--- src/rtl/sdram_rom_arbiter_pkg.sv ---
// Shared types and default sizes for the SDRAM port arbiter of the prehisle core.
package sdram_arb_pkg;

  typedef enum logic [1:0] {
    IDLE  = 2'd0,
    ISSUE = 2'd1,
    WAIT  = 2'd2,
    DONE  = 2'd3
  } arb_state_t;

  localparam int NREQ_DEF = 4;
  localparam int AW_DEF   = 24;
  localparam int DW_DEF   = 16;

endpackage

--- src/rtl/sdram_rom_arbiter_rr_pick.sv ---
// Combinational round-robin picker: first asserted request strictly after 'last', cyclic.
module rr_pick #(
  parameter int NREQ = 4,
  parameter int LW   = (NREQ > 1) ? $clog2(NREQ) : 1
) (
  input  logic [NREQ-1:0] req,
  input  logic [LW-1:0]   last,
  output logic [LW-1:0]   grant_idx,
  output logic            valid
);

  logic [LW-1:0] idx;

  always_comb begin
    grant_idx = '0;
    valid     = 1'b0;
    idx       = '0;
    for (int i = 1; i <= NREQ; i++) begin
      idx = LW'((int'(last) + i) % NREQ);
      if (!valid && req[idx]) begin
        valid     = 1'b1;
        grant_idx = idx;
      end
    end
  end

endmodule

--- src/rtl/sdram_rom_arbiter.sv ---
// Shares one SDRAM request port between the ROM download writer (absolute priority)
// and NREQ round-robin read requesters, with one transaction outstanding.
module sdram_rom_arbiter
  import sdram_arb_pkg::*;
#(
  parameter int NREQ = NREQ_DEF,
  parameter int AW   = AW_DEF,
  parameter int DW   = DW_DEF
) (
  input  logic               clk_sys,
  input  logic               reset_n,
  input  logic               rom_download,
  input  logic               ioctl_wr,
  input  logic [24:0]        ioctl_addr,
  input  logic [7:0]         ioctl_dout,
  input  logic [NREQ-1:0]    rd_req,
  input  logic [NREQ*AW-1:0] rd_addr,
  output logic [NREQ-1:0]    rd_ack,
  output logic [DW-1:0]      rd_data,
  output logic               sd_req,
  output logic               sd_we,
  output logic [AW-1:0]      sd_addr,
  output logic [DW-1:0]      sd_din,
  input  logic               sd_ack,
  input  logic [DW-1:0]      sd_dout,
  output logic               dl_overrun,
  output logic [1:0]         dbg_state
);

  localparam int LW = (NREQ > 1) ? $clog2(NREQ) : 1;

  // Handshake: sd_req rises in ISSUE and stays high with sd_we/sd_addr/sd_din frozen
  // until the single-cycle sd_ack in WAIT; sd_ack in any other state is ignored.
  arb_state_t state_q, state_d;

  logic [LW-1:0]   last_q, gnt_q, pick_idx;
  logic            pick_valid, rd_ok;
  logic            sd_req_q, sd_we_q;
  logic [AW-1:0]   sd_addr_q;
  logic [DW-1:0]   sd_din_q, rd_data_q;
  logic [NREQ-1:0] rd_ack_q;
  logic [7:0]      hi_q;
  logic            even_q, wr_pend_q, dl_q, ovr_q;
  logic [AW-1:0]   even_addr_q, wr_addr_q;
  logic [DW-1:0]   wr_data_q;

  rr_pick #(.NREQ(NREQ), .LW(LW)) u_pick (
    .req       (rd_req),
    .last      (last_q),
    .grant_idx (pick_idx),
    .valid     (pick_valid)
  );

  // dl_q blocks reads for the cycle rom_download falls, so a tail flush wins over them.
  assign rd_ok = !rom_download && !dl_q && pick_valid;

  always_comb begin
    state_d = state_q;
    case (state_q)
      IDLE:    if (wr_pend_q || rd_ok) state_d = ISSUE;
      ISSUE:   state_d = WAIT;
      WAIT:    if (sd_ack) state_d = DONE;
      DONE:    state_d = IDLE;
      default: state_d = IDLE;
    endcase
  end

  always_ff @(posedge clk_sys or negedge reset_n) begin
    if (!reset_n) begin
      state_q     <= IDLE;
      last_q      <= LW'(NREQ - 1);
      gnt_q       <= '0;
      sd_req_q    <= 1'b0;
      sd_we_q     <= 1'b0;
      sd_addr_q   <= '0;
      sd_din_q    <= '0;
      rd_data_q   <= '0;
      rd_ack_q    <= '0;
      hi_q        <= '0;
      even_q      <= 1'b0;
      even_addr_q <= '0;
      wr_pend_q   <= 1'b0;
      wr_addr_q   <= '0;
      wr_data_q   <= '0;
      dl_q        <= 1'b0;
      ovr_q       <= 1'b0;
    end else begin
      state_q  <= state_d;
      dl_q     <= rom_download;
      rd_ack_q <= '0;
      case (state_q)
        IDLE: begin
          if (wr_pend_q) begin
            sd_req_q  <= 1'b1;
            sd_we_q   <= 1'b1;
            sd_addr_q <= wr_addr_q;
            sd_din_q  <= wr_data_q;
          end else if (rd_ok) begin
            sd_req_q  <= 1'b1;
            sd_we_q   <= 1'b0;
            sd_addr_q <= rd_addr[int'(pick_idx)*AW +: AW];
            gnt_q     <= pick_idx;
            last_q    <= pick_idx;
          end
        end
        WAIT: begin
          if (sd_ack) begin
            sd_req_q <= 1'b0;
            if (sd_we_q) begin
              wr_pend_q <= 1'b0;
            end else begin
              rd_data_q       <= sd_dout;
              rd_ack_q[gnt_q] <= 1'b1;
            end
          end
        end
        default: ;
      endcase

      // Byte packing never stalls; a word completing while one is pending is dropped.
      if (rom_download && ioctl_wr) begin
        if (!ioctl_addr[0]) begin
          hi_q        <= ioctl_dout;
          even_q      <= 1'b1;
          even_addr_q <= AW'(ioctl_addr[24:1]);
        end else begin
          even_q <= 1'b0;
          if (wr_pend_q) begin
            ovr_q <= 1'b1;
          end else begin
            wr_pend_q <= 1'b1;
            wr_data_q <= DW'({hi_q, ioctl_dout});
            wr_addr_q <= AW'(ioctl_addr[24:1]);
          end
        end
      end else if (dl_q && !rom_download && even_q) begin
        even_q <= 1'b0;
        if (wr_pend_q) begin
          ovr_q <= 1'b1;
        end else begin
          wr_pend_q <= 1'b1;
          wr_data_q <= DW'({hi_q, 8'h00});
          wr_addr_q <= even_addr_q;
        end
      end
    end
  end

  assign rd_ack     = rd_ack_q;
  assign rd_data    = rd_data_q;
  assign sd_req     = sd_req_q;
  assign sd_we      = sd_we_q;
  assign sd_addr    = sd_addr_q;
  assign sd_din     = sd_din_q;
  assign dl_overrun = ovr_q;
  assign dbg_state  = state_q;

endmodule

--- config.mk ---
export PLATFORM = sky130hd
export DESIGN_NAME = sdram_rom_arbiter
export DESIGN_NICKNAME = d
export VERILOG_FILES = /design/src/rtl/sdram_rom_arbiter_pkg.sv /design/src/rtl/sdram_rom_arbiter_rr_pick.sv /design/src/rtl/sdram_rom_arbiter.sv
export SDC_FILE = /design/constraint.sdc
export NUM_CORES = 1
export LEC_CHECK = 0
export CORE_ASPECT_RATIO = 2
export CORE_UTILIZATION = 41
export CTS_CLUSTER_DIAMETER = 100
export DETAILED_ROUTE_END_ITERATION = 12
export PLACE_DENSITY = 0.7
export SLEW_MARGIN = 10
export SYNTH_ARGS = -nofsm -noshare
export SYNTH_HDL_FRONTEND = slang
export SYNTH_HIERARCHICAL = 1
export SYNTH_SLANG_ARGS = --single-unit
--- constraint.sdc ---
create_clock -name clk_sys -period 2.3 [get_ports clk_sys]
set_clock_uncertainty 0.2 [all_clocks]
set_input_delay 0.46 -clock clk_sys [delete_from_list [all_inputs] [get_ports clk_sys]]
set_output_delay 0.46 -clock clk_sys [all_outputs]
set_load 0.005 [all_outputs]
==> impl_metrics.csv <==
group,metric,value,unit
critical_path,crit_chain,"clkdlybuf4s50_1 -> and2b_1 -> a21oi_2 -> o221ai_4 -> nor2b_4 -> buf_12 -> a221o_1 -> o2bb2ai_2",
critical_path,critical_path.top_delay_family,"compound AO/OA/AOI/OAI gates",
final_layout,areaGrowthSynthToFinish,47.5,%
floorplanning,die_y,185,µm
critical_path,critPathRequiredTime,2430,ps
synth,leading_cell_types_by_total_area_after_synthesis,"sky130_fd_sc_hd__dfrtp_1 52%, sky130_fd_sc_hd__mux2_2 16%, sky130_fd_sc_hd__mux2i_1 7.1%",
sta,finalSetupViolCount,0,
clock_tree,clkSinkCount,144,
sta,finalCriticalPeriod,2280,ps
floorplanning,fp.dieW,93.7,µm
synth,synth_largest_area_cell,"sky130_fd_sc_hd__dfrtp_1",
clock_tree,tritoncts.num_buffers,17,
global_routing,grt_util_all_layers,21.3,%
final_layout,layout.cells.most_common,"sky130_fd_sc_hd__clkdlybuf4s50_1",
critical_path,critical_path.max_stage_delay,510,ps
final_layout,finish.net_count,891,
sta,final.setup.tns,0,ps
critical_path,cp.arrival,2420,ps
floorplanning,placementRows,66,
floorplanning,floorplan.die_area,17400,µm²
synth,count_of_state_elements_after_synthesis,144,
sta,slew_headroom,47.4,%
synth,nets_in_the_synthesized_netlist,653,
synth,yosysSeqAreaShare,52.3,%
place,port_buffers,218,
clock_tree,worstSkewPairLatency,410,ps
critical_path,timing.setup.critical_path_class,"in -> reg",
critical_path,worst_path_max_delay_cell,"sky130_fd_sc_hd__clkdlybuf4s50_1",
sta,achievable-frequency,438,MHz
worst_hold_path,worst_hold_start,"dl_overrun",
clock_tree,h-tree-depth,4,
pwr,leakagePower,4.44,nW
place,gp_congestion,0.759,
critical_path,worst-path-buf-inv,2,
sta,finalHoldViolCount,0,
synth,synth.distinct_cells,41,
critical_path,path_max_fanout,12,
sta,worst_pin_slew,788,ps
routing,wl_per_cell,19.1,µm
final_layout,multiInputGateArea,3190,µm²
critical_path,setup.worst_path.start_class,"primary input",
synth,synth_top_cell_area_share,51.5,%
worst_hold_path,worst_hold_path_type,"reg -> reg",
routing,ant_nets,0,
final_layout,final.fill_count,1273,
floorplanning,core-area,16400,µm²
outcome,status,"finished, final reports clean",
final_layout,ff_latch_area,3610,µm²
flow_run,max-cap-violations,0,
final_layout,final_layout_size_suffix_gt1_share,28.9,%
synth,synth_area_per_cell,13.9,µm²
critical_path,crit_start,"rd_req[2]",
global_routing,busiest_layer,"met2",
routing,drt_first_pass_iters,4,
critical_path,origin_of_the_critical_flop_to_flop_path,"last_q[1]",
clock_tree,cts_tree,"built",
global_routing,grt_util_met3,5.13,%
floorplanning,io_pins,219,
routing,vias,5085,
global_routing,antenna_found_initial,3,
synth,async_flop_share,100,%
synth,syn_area,6900,µm²
routing,vias_per_cell,5.32,
global_routing,grt_first_pass_wirelength,28.4,mm
routing,wl,18.2,mm
global_routing,grt_pass1_vias,5575,
critical_path,worst_setup_end_kind,"register",
sta,slew_violations,0,
clock_tree,clk_pin_slew_worst_paths,60,ps
synth,yosys_warnings,6,
global_routing,met1_demand_to_capacity_share_in_global_routing,23.0,%
pwr,worst_ir_drop_vdd,673,µV
final_layout,most-common-layout-cells,"216 x sky130_fd_sc_hd__clkdlybuf4s50_1, 142 x sky130_fd_sc_hd__dfrtp_1, 100 x sky130_fd_sc_hd__mux2_2, 49 x sky130_fd_sc_hd__mux2i_1, 30 x sky130_fd_sc_hd__mux2_4",
routing,detailedRoute.firstIterationViolations,171,
final_layout,finalCoreUtilization,62.2,%
floorplanning,initial_core_util,42.2,%
clock_tree,cts_root_buf,"sky130_fd_sc_hd__clkbuf_16",
pwr,finalPower,11.0,mW
clock_tree,clock_tree.buffer_depth,2,
synth,syn-instance-count,497,
synth,ys.flop_type,"sky130_fd_sc_hd__dfrtp_1",
global_routing,grt.overflow.total,0,
routing,detail_route.drc_violations,0,
global_routing,grt_start_max_net_pins,53,
place,hpwlAfterDp,13.3,mm
pwr,p_per_cell_area,1090,nW/µm²
sta,finalCritPeriodShare,99.2,%
synth,synth_enable_flop_cells,0,
global_routing,met2_usage,37.6,%
[area by class of cell]
class	count	share of cell area [%]
sequential	144	35.5
multi-input combinational	317	31.4
timing repair buffer	251	25.2
clock buffer	19	4.36
tap	204	2.51
clock inverter	13	0.898
inverter	4	0.148
antenna	3	0.0738
[power by group]
group          switching (mW)  internal (mW)
clock network            1.07           1.40
logic                    1.70           2.74
registers               0.627           3.51
[layer usage]
layer | up-vias | wire length (µm)
met5 | - | 0
met4 | 0 | 681
met3 | 39 | 754
met2 | 171 | 10300
met1 | 2522 | 6530
li1 | 2353 | -
[stage by stage]
stage	worst slack, ps	instances	hold WS, ps	area (µm²)
after global placement	-575	913	233	9490
after floorplan	216	497	-35.6	6900
after CTS	8.92	946	261	10000
after global routing	-2.09	955	265	10200
after detailed placement	-686	913	242	9490
final	17.8	955	260	10200
[Yosys cell counts (5+ instances only)]
master / number
sky130_fd_sc_hd__a21oi_1: 28
sky130_fd_sc_hd__a221o_1: 24
sky130_fd_sc_hd__and3_1: 9
sky130_fd_sc_hd__buf_2: 14
sky130_fd_sc_hd__clkbuf_1: 12
sky130_fd_sc_hd__dfrtp_1: 142
sky130_fd_sc_hd__mux2_2: 100
sky130_fd_sc_hd__mux2_4: 30
sky130_fd_sc_hd__mux2i_1: 49
sky130_fd_sc_hd__nand2_1: 7
sky130_fd_sc_hd__nor2_1: 5
sky130_fd_sc_hd__o2bb2ai_1: 24
[path summary, 6_finish.rpt]
check                        endpoint  slack, ps  cells after the start
setup / recovery           sd_addr[8]         20                      8
hold / removal             dl_overrun        260                      1
setup reg to reg           sd_addr[8]         80                      6
hold reg to reg            dl_overrun        260                      1
max in group asynchronous  sd_din[14]        830                      3
min in group asynchronous   rd_ack[1]        350                      2
[cell families after synthesis]
logic type,share of synthesized area (%)
muxes,30.5
DFF,52.3
AOI/OAI and AO/OA,10.1
and+or+nand+nor,3.76
buffers and inverters,3.03
adders and majority gates,0.363
[flip-flops by register name, summed over array words and instances, names as in the netlist, 4 cells and up]
signal,cells
rd_ack,4
wr_data_q,16
rd_data,16
wr_addr_q,24
hi_q,8
sd_din,16
even_addr_q,24
sd_addr,24
[worst reg2reg max path, delay by kind of cell, from the launching register on]
family	cells	cell delay [ps]
compound gates	3	730
flops	1	580
mux	1	290
simple gates	1	180
buf+inv	1	170
[what timing repair did]
item / 4_1_cts / 5_1_grt
hold buffers: 1 / 0
endpoints found under the hold margin: 48 / 0
setup endpoints to repair: 24 / 24
cloned: 0 / 4
gates resized for setup: 3 / 6
pin swaps: 2 / 2
buffers inserted: 0 / 2
Power figures use the tool's default switching activity.
